[config.mk]
export PLATFORM = sky130hd
export DESIGN_NAME = tmds_channel_encoder
export DESIGN_NICKNAME = d
export VERILOG_FILES = /design/src/rtl/tmds_channel_encoder.sv
export SDC_FILE = /design/constraint.sdc
export NUM_CORES = 1
export LEC_CHECK = 0
export CAP_MARGIN = 10
export CORE_ASPECT_RATIO = 0.75
export CORE_MARGIN = 4
export CORE_UTILIZATION = 35
export CTS_BUF_LIST = sky130_fd_sc_hd__clkbuf_8
export CTS_CLUSTER_SIZE = 10
export DETAILED_ROUTE_END_ITERATION = 16
export PLACE_DENSITY = 0.57
export SLEW_MARGIN = 15
export SYNTH_ARGS = -nofsm -noshare
export SYNTH_HDL_FRONTEND = slang
export SYNTH_SLANG_ARGS = --single-unit
[constraint.sdc]
create_clock -name pclk -period 3.9 [get_ports pclk]
set_input_delay 0.78 -clock pclk [delete_from_list [all_inputs] [get_ports pclk]]
set_output_delay 0.78 -clock pclk [all_outputs]
set_load 0.02 [all_outputs]
[src/rtl/tmds_channel_encoder.sv]
// Single-channel DVI/HDMI TMDS 8b/10b encoder with a 3-stage pipeline (A: capture, B: q_m, C: symbol + disparity).
// Define TMDS_TERC4_EN to add the ade/aux ports and TERC4 data-island symbols; otherwise blanking emits control tokens only.
module tmds_channel_encoder (
    input  logic       pclk,
    input  logic       rst_n,
    input  logic [7:0] din,
    input  logic       c0,
    input  logic       c1,
    input  logic       de,
`ifdef TMDS_TERC4_EN
    input  logic       ade,
    input  logic [3:0] aux,
`endif
    output logic [9:0] dout
);

    function automatic logic [3:0] ones8(input logic [7:0] v);
        logic [3:0] n;
        n = 4'd0;
        for (int i = 0; i < 8; i++) begin
            n = n + {3'd0, v[i]};
        end
        return n;
    endfunction

    function automatic logic [8:0] qm_encode(input logic [7:0] d, input logic use_xnor);
        logic [8:0] q;
        q    = 9'd0;
        q[0] = d[0];
        for (int i = 1; i < 8; i++) begin
            q[i] = use_xnor ? ~(q[i-1] ^ d[i]) : (q[i-1] ^ d[i]);
        end
        q[8] = ~use_xnor;
        return q;
    endfunction

    function automatic logic [9:0] ctrl_token(input logic [1:0] c);
        logic [9:0] t;
        case (c)
            2'b00:   t = 10'b1101010100;
            2'b01:   t = 10'b0010101011;
            2'b10:   t = 10'b0101010100;
            2'b11:   t = 10'b1010101011;
            default: t = 10'b1101010100;
        endcase
        return t;
    endfunction

`ifdef TMDS_TERC4_EN
    function automatic logic [9:0] terc4_symbol(input logic [3:0] a);
        logic [9:0] t;
        case (a)
            4'd0:    t = 10'b1010011100;
            4'd1:    t = 10'b1001100011;
            4'd2:    t = 10'b1011100100;
            4'd3:    t = 10'b1011100010;
            4'd4:    t = 10'b0101110001;
            4'd5:    t = 10'b0100011110;
            4'd6:    t = 10'b0110001110;
            4'd7:    t = 10'b0100111100;
            4'd8:    t = 10'b1011001100;
            4'd9:    t = 10'b0100111001;
            4'd10:   t = 10'b0110011100;
            4'd11:   t = 10'b1011000110;
            4'd12:   t = 10'b1010001110;
            4'd13:   t = 10'b1001110001;
            4'd14:   t = 10'b0101100011;
            4'd15:   t = 10'b1011000011;
            default: t = 10'b1010011100;
        endcase
        return t;
    endfunction
`endif

    logic [3:0]        w_n1d;
    logic              w_use_xnor;
    logic [8:0]        w_qm;
    logic [3:0]        w_n0q;
    logic signed [4:0] w_n1q_s;
    logic signed [4:0] w_n0q_s;
    logic signed [4:0] w_qm8_x2;
    logic signed [4:0] w_nqm8_x2;
    logic              w_cnt_pos;
    logic              w_cnt_neg;
    logic [9:0]        w_sym;
    logic signed [4:0] w_cnt_next;

    logic [7:0]        r_a_din;
    logic              r_a_xnor;
    logic              r_a_de;
    logic [1:0]        r_a_c;
    logic [8:0]        r_b_qm;
    logic [3:0]        r_b_n1q;
    logic              r_b_de;
    logic [1:0]        r_b_c;
    logic [9:0]        r_dout;
    logic signed [4:0] r_cnt;
`ifdef TMDS_TERC4_EN
    logic              r_a_ade;
    logic [3:0]        r_a_aux;
    logic              r_b_ade;
    logic [3:0]        r_b_aux;
`endif

    assign w_n1d      = ones8(din);
    assign w_use_xnor = (w_n1d > 4'd4) || ((w_n1d == 4'd4) && !din[0]);
    assign w_qm       = qm_encode(r_a_din, r_a_xnor);

    assign w_n0q      = 4'd8 - r_b_n1q;
    assign w_n1q_s    = $signed({1'b0, r_b_n1q});
    assign w_n0q_s    = $signed({1'b0, w_n0q});
    assign w_qm8_x2   = $signed({3'b000, r_b_qm[8], 1'b0});
    assign w_nqm8_x2  = $signed({3'b000, ~r_b_qm[8], 1'b0});
    assign w_cnt_pos  = (r_cnt != 5'sd0) && !r_cnt[4];
    assign w_cnt_neg  = r_cnt[4];

    // Stage A: capture pixel, XOR/XNOR decision and sideband
    always_ff @(posedge pclk or negedge rst_n) begin
        if (!rst_n) begin
            r_a_din  <= 8'd0;
            r_a_xnor <= 1'b0;
            r_a_de   <= 1'b0;
            r_a_c    <= 2'b00;
`ifdef TMDS_TERC4_EN
            r_a_ade  <= 1'b0;
            r_a_aux  <= 4'd0;
`endif
        end else begin
            r_a_din  <= din;
            r_a_xnor <= w_use_xnor;
            r_a_de   <= de;
            r_a_c    <= {c1, c0};
`ifdef TMDS_TERC4_EN
            r_a_ade  <= ade;
            r_a_aux  <= aux;
`endif
        end
    end

    // Stage B: transition-minimised word q_m and its ones count
    always_ff @(posedge pclk or negedge rst_n) begin
        if (!rst_n) begin
            r_b_qm  <= 9'd0;
            r_b_n1q <= 4'd0;
            r_b_de  <= 1'b0;
            r_b_c   <= 2'b00;
`ifdef TMDS_TERC4_EN
            r_b_ade <= 1'b0;
            r_b_aux <= 4'd0;
`endif
        end else begin
            r_b_qm  <= w_qm;
            r_b_n1q <= ones8(w_qm[7:0]);
            r_b_de  <= r_a_de;
            r_b_c   <= r_a_c;
`ifdef TMDS_TERC4_EN
            r_b_ade <= r_a_ade;
            r_b_aux <= r_a_aux;
`endif
        end
    end

    // Stage C selection: DC-balancing symbol choice; any blanking symbol restarts disparity at zero
    always_comb begin
        w_sym      = 10'd0;
        w_cnt_next = 5'sd0;
        if (r_b_de) begin
            if ((r_cnt == 5'sd0) || (r_b_n1q == w_n0q)) begin
                w_sym      = {~r_b_qm[8], r_b_qm[8], r_b_qm[8] ? r_b_qm[7:0] : ~r_b_qm[7:0]};
                w_cnt_next = r_b_qm[8] ? (r_cnt + w_n1q_s - w_n0q_s) : (r_cnt + w_n0q_s - w_n1q_s);
            end else if ((w_cnt_pos && (r_b_n1q > w_n0q)) || (w_cnt_neg && (w_n0q > r_b_n1q))) begin
                w_sym      = {1'b1, r_b_qm[8], ~r_b_qm[7:0]};
                w_cnt_next = r_cnt + w_qm8_x2 + w_n0q_s - w_n1q_s;
            end else begin
                w_sym      = {1'b0, r_b_qm[8], r_b_qm[7:0]};
                w_cnt_next = r_cnt + w_n1q_s - w_n0q_s - w_nqm8_x2;
            end
        end else begin
`ifdef TMDS_TERC4_EN
            if (r_b_ade) begin
                w_sym = terc4_symbol(r_b_aux);
            end else begin
                w_sym = ctrl_token(r_b_c);
            end
`else
            w_sym = ctrl_token(r_b_c);
`endif
            w_cnt_next = 5'sd0;
        end
    end

    // Stage C: registered symbol and running disparity
    always_ff @(posedge pclk or negedge rst_n) begin
        if (!rst_n) begin
            r_dout <= 10'd0;
            r_cnt  <= 5'sd0;
        end else begin
            r_dout <= w_sym;
            r_cnt  <= w_cnt_next;
        end
    end

    assign dout = r_dout;

endmodule
==> results of run 1 <==
[worst max-delay path: stages, from the launching register on]
cell and delay, ns:
dfrtp_1 0.41, xnor2_2 0.17, inv_1 0.10, xnor2_2 0.18, xnor2_2 0.14, xnor3_1 0.29
xor2_2 0.29, xor2_2 0.24, fa_1 0.47, fa_1 0.52, ha_1 0.17, inv_1 0.06
fa_1 0.48, inv_1 0.04
[metrics by stage]
| step | area [sq um] | worst slack, ns | cells | hold slack (ns) | utilization [%] |
|---|---|---|---|---|---|
| 4_1_cts | 3092 | 0.1026 | 374 | 0.3548 | 41.98 |
| 2_1_floorplan | 2649 | 0.2545 | 243 | 0.3312 | - |
| 3_5_place_dp | 3007 | 0.04855 | 366 | 0.3347 | 40.83 |
| 3_3_place_gp | 3007 | 0.09838 | 366 | 0.3322 | 40.83 |
| 6_report | 3144 | 0.2467 | 374 | 0.3530 | 42.69 |
| 5_1_grt | 3144 | 0.02978 | 374 | 0.3668 | 42.69 |
[kinds of logic (layout without fill, tap and decap cells)]
group           count (synthesis)  count (layout)
xor+xnor                       32              32
buf+inv                        38              68
simple gates                   46              46
compound gates                 41              41
flops                          43              43
fa+ha+maj                      33              33
mux                            10              10
[routing by layer]
| metal | track usage (%) | vias to the layer above | part of all wire [%] |
|---|---|---|---|
| met3 | 3.108 | 4 | 4.6 |
| li1 | - | 869 | - |
| met4 | 2.408 | 0 | 0.55 |
| met2 | 15.65 | 33 | 43 |
| met1 | 16.41 | 802 | 52 |
| met5 | 0 | - | 0 |
[worst paths after layout]
kind	start	endpoint	slack, ns	depth (start not counted)
max	r_a_xnor	r_b_n1q[1]	0.25	13
max in group asynchronous	rst_n	dout[3]	2.70	1
max reg2reg	r_a_xnor	r_b_n1q[1]	0.25	13
min reg2reg	r_a_c[1]	r_b_c[1]	0.35	0
min	r_a_c[1]	r_b_c[1]	0.35	0
min in group asynchronous	rst_n	r_a_din[1]	0.62	1
[cells in the final DEF, fill, tap and decap left out, drive strengths merged, types with 2 or more instances in the layout]
master         synthesis  layout
o22ai                  2       2
a21o                   5       5
and2                   3       3
o211a                  2       2
or2                    2       2
o21bai                 2       2
inv                   32      33
xnor3                  2       2
clkdlybuf4s50          0      21
mux2i                  7       7
nor2                   4       4
buf                    2       7
dfrtp                 43      43
o21ai                  8       8
o211ai                 9       9
clkbuf                 4       5
fa                     8       8
nand2                 11      11
nand2b                10      10
xor2                   7       7
ha                    25      25
and3                   2       2
nand4                  8       8
mux2                   3       3
nor3                   2       2
xnor2                 23      23
a21oi                 10      10
[sequential cells by signal, summed over array words and instances, names as in the netlist]
signal and cells:
r_b_de 1, r_cnt 5, r_b_qm 9, r_a_din 8
r_a_xnor 1, dout 10, r_b_n1q 4, r_a_de 1
r_b_c 2, r_a_c 2
[cell type report]
type / instances / area, sq um / share of cell area [%]
tap: 101 / 126.4 / 4.019
inverter: 32 / 120.1 / 3.820
multi-input combinational: 162 / 1476 / 46.96
clock buffer: 5 / 68.82 / 2.189
clock inverter: 3 / 16.27 / 0.5173
sequential: 43 / 1076 / 34.22
timing repair buffer: 28 / 260.3 / 8.277
[what timing repair did]
| item | 4_1_cts | 5_1_grt |
|---|---|---|
| setup endpoints to repair | 0 | 2 |
| hold buffers | 0 | 0 |
| resized for setup | 0 | 7 |
==> results.md, run 1 <==
- Netlist cell types: 38
- Initial antenna violation count: 0
- Area contributors post-synth: dfrtp_1 41%, ha_1 12%, xnor2_1 7.6%
- Worst-skew pair later-pin latency: slightly below 0.3 ns
- CP Launch Type: register
- Synth warn: 0
- Cell row count: 27
- Register bit total from synthesis: 43
- Core Footprint: roughly 0.0074 sq mm
- CTS root buffer: clkbuf_8
- Synth Area in XOR/XNOR: a little under an eighth
- Mapped Area: 0.002649 sq mm
- Iteration-0 DRC Markers: 35
- IO Pins: 23
- Final worst path period need: roughly 3.7 ns
- Most common library cells after synthesis: 43 x dfrtp_1, 32 x inv_1, 25 x ha_1
- Vias in the first global route: roughly 1700
- Initial DRT Pass Iterations: 4
- Clk_skew: 0.006813 ns
- Hold Vio Cnt, Final: 0
- Crit. End Element: register
- WP data required: between 4 and 5 ns
- Ant diodes: 0
- Fin nets: roughly 320
- CTS tree: done
- Sink Count: 43
- Setup TNS: 0 ns
- Max-cap violations: 0
- Fin crit share: 93.68%
- Simple-gate share of the synthesized area: roughly a tenth
- Vias per inst: about 4.6
- FILL cells: between 700 and 800
- Share of the synthesized area in the top cell type: between 40% and 50%
- RSZ-0062 raised after global routing: no
- CTS H-tree depth: 2
- WL/cell: 12.53 um
- Slew Limit Fails: 0
- Total grt overflow: 0
- Die H: 83.34 um
- Largest family of logic cells by synthesized area: adder cells
- Num CTS Buffers: 5
- Synthesized netlist cell count: around 240
- Compound-gate portion of the synthesized area: a little over a tenth
- Final setup viols: 0
- DRT Wirelength: about 4700 um
- Synth-to-layout area growth: 18.71%
- Final ANT Viol Nets: 0
- Area leader, netlist: dfrtp_1
- # DRC: 0
- Count leader, synth: dfrtp_1
- DIE WIDTH: 108.5 um
- Syn_nets: a little under 300
- Die Footprint: ~0.0090 sq mm
- Clock-pin slew of the registers on the worst-case setup and hold paths: 0.08 ns
- Post-synth ARST share: 100.0%
- Tightest Pin Transition: just over 0.9 ns
- First-pass GRT wire length: a little under 8000 um
- Post-synthesis sequential area ratio: 40.62%
- Hold Path Class: reg2reg
- Critical path fanouts, max: 2
- Worst path arrival time: 3.84 ns
- Main synth FF type: dfrtp_1
- Gr usage total: a little over a tenth
- Slew margin rel.: a little under two fifths
- RD Place Congestion: 0.7849
- EDFF count, synth: 0
- FMAX: roughly 0.27 GHz
- Initial Util: a little over a third
- Post-CTS setup buffers: 0
- Port Buffers: 22
- Longest Clk Path Bufs: 2
- Largest net degree at the start of global routing: 44
- Share of post-route cells with drive strength above 1: 11.36%
- Avg Cell Area, Syn: between 10 and 15 sq um
- Status: complete, no violations
- Post-DP HPWL: 3662 um
- Synth Area in Adders: 17.86%
- Mux share of post-synthesis cell area: a little under 4%
- Crit Path Class: reg2reg
- Via count: 1708
Power of run 1 is left out: the tool's default activity adds up to more than one toggle a clock period on the data nets, which glitch-free logic cannot reach.
==> run 2, diff against run 1 <==
--- a/config.mk
+++ b/config.mk
@@ -8,11 +8,11 @@
 export CAP_MARGIN = 10
 export CORE_ASPECT_RATIO = 0.75
 export CORE_MARGIN = 4
-export CORE_UTILIZATION = 35
+export CORE_UTILIZATION = 50
 export CTS_BUF_LIST = sky130_fd_sc_hd__clkbuf_8
 export CTS_CLUSTER_SIZE = 10
 export DETAILED_ROUTE_END_ITERATION = 16
-export PLACE_DENSITY = 0.57
+export PLACE_DENSITY = 0.75
 export SLEW_MARGIN = 15
 export SYNTH_ARGS = -nofsm -noshare
 export SYNTH_HDL_FRONTEND = slang
==> run 2 against run 1 <==
- die area fell by 28%
- highest routed layer unchanged
- design area is 1.8% lower
- via count up 0.82%
- first-iteration DRC count grew 130%
- core utilization is 19 points higher
- worst setup slack lost 0.050 ns
- maximum frequency decreased by 1.3%
- register-to-register slack lost 0.05 ns
- critical path type unchanged
- worst hold slack gained 0.0040 ns
- critical path depth rose by 1
- clock skew shrank 0.00073 ns
==> results.md, run 2 (synthesis gave the netlist of run 1 again) <==
- Die H: about 71 um
- WP data required: between 4 and 5 ns
- Final hold slack: between 0.3 and 0.4 ns
- Clk_skew: 0.006079 ns
- CTS root buffer: clkbuf_8
- Vias per inst: 5.006
- Crit Path Class: reg2reg
- Share of post-route cells with drive strength above 1: 9.926%
- WL/cell: 13.71 um
- Ant diodes: 0
- Met3 usage: around 3.3%
- Slew Limit Fails: 0
- Worst path arrival time: ~3.9 ns
- Vias in the first global route: around 1800
- Clock-pin slew of the registers on the worst-case setup and hold paths: around 0.08 ns
- CTS tree: done
- CP Cell Sequence: xnor2_2, inv_1, xnor2_1, xnor2_1, buf_4, xor2_1, xnor2_1, ha_1, fa_1, fa_1, ha_1, inv_1, fa_1, xnor2_1
- Longest Clk Path Bufs: 2
- Final worst path period need: between 3 and 4 ns
- Area taken by multi-input logic gates: roughly 0.0015 sq mm
- Hold Path Class: reg2reg
- Crit. Startpoint: r_a_xnor
- Core Footprint: about 0.0050 sq mm
- First-pass GRT wire length: around 8000 um
- WP depth: 14
- Total grt overflow: 0
- Iteration-0 DRC Markers: slightly below 80
- FILL cells: approximately 420
- FMAX: between 0.2 and 0.3 GHz
- DRT Wirelength: 4717 um
- Fin nets: about 320
- Slowest CP cell: fa_1
- RD Place Congestion: roughly 0.84
- Initial Util: approximately 53%
- Tightest Pin Transition: just over 0.9 ns
- Max reg flops: 10
- Met1 Usage GRT: about 22%
- Gr usage total: ~15%
- FF+latch area: about 0.0011 sq mm
- # hold bufs at CTS: 0
- CTS H-tree depth: 2
- Fin crit share: between 90 and 100%
- # DRC: 0
- Initial DRT Pass Iterations: 4
- GR peak layer: met2
- Cell row count: 22
- Critical path fanouts, max: 2
- FF-to-FF End: r_b_n1q[2]
- Critical R2R Launch: r_a_xnor
- Via count: 1722
- Crit path top cell by count: xnor2_1
- Hold Vio Cnt, Final: 0
- Crit path buf inv count: 3
- Most frequent cells in the layout: 43 x dfrtp_1, 34 x inv_1, 25 x ha_1, 21 x xnor2_1, 21 x clkdlybuf4s50_1
- Num CTS Buffers: 5
- Crit. End Element: register
- Hold path startpoint: r_a_de
- Max-cap violations: 0
- Post-DP HPWL: between 3000 and 4000 um
- Post-CTS sizing: 0
- Status: complete, no violations
- Final setup viols: 0
- Port Buffers: 22
- RSZ-0062 raised after global routing: no
- DIE WIDTH: just over 90 um
- Hold Crit Depth: 0
- Slew margin rel.: approximately two fifths
- Worst Setup EP: r_b_n1q[2]
- Largest stage delay, worst path: approximately 0.53 ns
- CP Launch Type: register
- Met2 Resource Use GR: about a quarter
- Setup TNS: 0 ns
- Synth-to-layout area growth: 16.53%
- Largest net degree at the start of global routing: 44
- Die Footprint: between 0.006 and 0.007 sq mm
- Most common cell after layout, fill and taps aside: dfrtp_1
- Final ANT Viol Nets: 0
- Worst-skew pair later-pin latency: 0.29 ns
- R2R Setup Slk: 0.20 ns
- Initial antenna violation count: 0
- Worst path top cell family by delay: adder cells
- R2R cell count: 14
- Sink Count: 43
- IO Pins: 23
- Post-CTS setup buffers: 0
[run 2: changes by cell type in the layout (fill, tap and decap cells not counted)]
cell	previous run	this run
xor2_2	2	1
xor2_4	0	1
xnor3_1	2	1
xnor3_2	0	1
xnor2_2	5	2
clkinvlp_4	1	0
buf_4	6	5
xnor2_1	18	21
inv_1	33	34
[run 2: worst min-delay path by stage]
stage / slack [ns] / end
after floorplan: 0.33 / r_b_c[0]
after CTS: 0.36 / r_b_c[0]
after global routing: 0.37 / r_b_de
after global placement: 0.33 / r_b_c[0]
after detailed placement: 0.34 / r_b_c[0]
final: 0.36 / r_b_de
[run 2: stage by stage]
step | std cells | area, sq um | worst slack (ns) | util (%)
after floorplan | 243 | 2649 | 0.2545 | -
after global placement | 336 | 2963 | 0.1018 | 59.14
after detailed placement | 336 | 2963 | 0.02113 | 59.14
after CTS | 344 | 3044 | 0.03682 | 60.76
after global routing | 344 | 3087 | 0.01221 | 61.61
final | 344 | 3087 | 0.1967 | 61.61
[run 2: layer usage]
metal	routed length, um	vias to the layer above	share of wire (%)
met5	0	-	0
met4	38	0	0.81
met3	219	5	4.6
met2	2164	35	46
met1	2294	814	49
li1	-	868	-
[run 2: layout make-up]
class | instances | area share, %
repair buffers | 27 | 8.188
well taps | 72 | 2.919
clock inverters | 3 | 0.4054
clock buffers | 5 | 2.229
inverters | 32 | 3.891
multi-input cells | 162 | 47.51
flip-flops and latches | 43 | 34.86
Power of run 2 is left out for the same reason.
==> run 3, diff against run 2 <==
--- a/config.mk
+++ b/config.mk
@@ -7,9 +7,8 @@
 export LEC_CHECK = 0
 export CAP_MARGIN = 10
 export CORE_ASPECT_RATIO = 0.75
-export CORE_MARGIN = 4
+export CORE_MARGIN = 2
 export CORE_UTILIZATION = 50
-export CTS_BUF_LIST = sky130_fd_sc_hd__clkbuf_8
 export CTS_CLUSTER_SIZE = 10
 export DETAILED_ROUTE_END_ITERATION = 16
 export PLACE_DENSITY = 0.75
==> run 3 against run 2 <==
- clock skew rose by 0.0031 ns
- register-to-register slack barely moved
- final cell count rose by 0.29%
- design area rose by 1.3%
- core utilization rose by 0.80 points
- global-route usage rose by 3.1 points
- worst setup slack got worse by 0.010 ns
- wire length fell by 3.4%
- critical path type unchanged
- highest routed layer unchanged
==> results.md, run 3 (synthesis gave the netlist of run 1 again) <==
- Hold path startpoint: r_a_c[0]
- Port Buffers: 22
- Worst path arrival time: between 3 and 4 ns
- Initial Util: 52.87%
- CP Launch Type: register
- WL/cell: roughly 13 um
- Die H: 67.04 um
- Critical path fanouts, max: 2
- Clock-pin slew of the registers on the worst-case setup and hold paths: 0.08 ns
- R2R cell count: 13
- Vias per inst: slightly above 5
- Hold Path Class: reg2reg
- Status: complete, no violations
- Share of post-route cells with drive strength above 1: a little under an eighth
- Tightest Pin Transition: approximately 0.9 ns
- First-pass GRT wire length: approximately 8300 um
- Hold Vio Cnt, Final: 0
- Worst-skew pair later-pin latency: 0.30 ns
- Slew Limit Fails: 0
- Setup TNS: 0 ns
- Most common cell after layout, fill and taps aside: dfrtp_1
- Sink Count: 43
- DIE WIDTH: a little under 90 um
- FF-to-FF End: r_b_n1q[2]
- Max-cap violations: 0
- Final worst path period need: ~3.7 ns
- DRT Wirelength: ~4600 um
- Via count: approximately 1700
- Fin crit share: 95.22%
- FMAX: 0.2693 GHz
- Critical R2R Launch: r_a_xnor
- Fin util: 62.41%
- Fin area: around 0.0031 sq mm
- Endpoint, Worst Hold: r_b_c[0]
- Synth-to-layout area growth: 18.04%
- Post-DP HPWL: approximately 3500 um
- Initial antenna violation count: 0
- Vias in the first global route: around 1800
- # DRC: 0
- CTS root buffer: clkbuf_8
- Die Footprint: around 0.0059 sq mm
- Final setup viols: 0
- CTS H-tree depth: 2
- Worst setup margin: 0.1865 ns
- Crit Path Class: reg2reg
- Most frequent cells in the layout: 42 x dfrtp_1, 32 x inv_1, 25 x ha_1, 21 x clkdlybuf4s50_1, 20 x xnor2_1
- WP data required: slightly above 4 ns
- Post-DP Area: between 0.002 and 0.003 sq mm
- Core Footprint: about 0.0050 sq mm
- Largest net degree at the start of global routing: 44
- CTS tree: done
- Total grt overflow: 0
- IO Pins: 23
- Crit. End Element: register
- Hold Crit Depth: 0
- Iteration-0 DRC Markers: 163
- Dpl ws: -0.04518 ns
- Initial DRT Pass Iterations: 4
- Max reg flops: 10
- RD Place Congestion: ~0.88
- Fin nets: 318
- Clk_skew: 0.009169 ns
- Ant diodes: 0
- Longest Clk Path Bufs: 2
- Cell row count: 22
- RSZ-0062 raised after global routing: no
- Final ANT Viol Nets: 0
- Gr usage total: between 15 and 20%
- Slew margin rel.: approximately two fifths
- Num CTS Buffers: 5
- R2R Setup Slk: about 0.19 ns
- FILL cells: between 400 and 500
[run 3: layout make-up]
| class | count | area, sq um | share of cell area, % |
|---|---|---|---|
| timing repair buffer | 28 | 260.3 | 8.323 |
| clock inverter | 2 | 35.03 | 1.120 |
| clock buffer | 6 | 82.58 | 2.641 |
| inverter | 32 | 120.1 | 3.842 |
| tap | 72 | 90.09 | 2.881 |
| multi-input combinational | 162 | 1461 | 46.74 |
| sequential | 43 | 1077 | 34.45 |
[run 3: worst max-delay path by stage]
stage                     startpoint    endpoint  cells after the start
after CTS                   r_a_xnor  r_b_n1q[2]                     14
after global routing        r_a_xnor  r_b_n1q[2]                     13
after floorplan           r_a_din[0]  r_b_n1q[2]                     12
after detailed placement      din[0]    r_a_xnor                     12
after global placement        din[0]    r_a_xnor                     12
final                       r_a_xnor  r_b_n1q[2]                     13
[run 3: metrics by stage]
stage               hold slack (ns)  std cells
floorplan                    0.3312        243
global placement             0.3328        336
detailed placement           0.3381        336
global route                 0.3620        345
finish                       0.3558        345
CTS                          0.3563        344
[run 3: repair_timing]
item                                    4_1_cts  5_1_grt
gates resized for setup                       1        5
endpoints found under the setup margin        2        2
buffers inserted                              0        1
hold buffers                                  0        0
pin swaps                                     0        2
[run 3: metal layers]
layer | routed length, um | vias up | GRT usage, %
li1 | - | 867 | -
met4 | 68 | 0 | 5.682
met5 | 0 | - | 0
met3 | 127 | 9 | 3.717
met1 | 2258 | 832 | 26.27
met2 | 2102 | 27 | 28.98
[run 3: worst max-delay path, cell delays in order (launching register included)]
cell     delay (ns)
dfrtp_2        0.43
xnor2_2        0.18
inv_1          0.11
xnor2_2        0.22
xnor2_2        0.14
xnor3_1        0.29
xor2_2         0.19
xnor2_1        0.28
fa_1           0.47
fa_1           0.53
ha_1           0.17
inv_1          0.06
fa_1           0.37
xnor2_1        0.14
Power of run 3 is left out for the same reason.
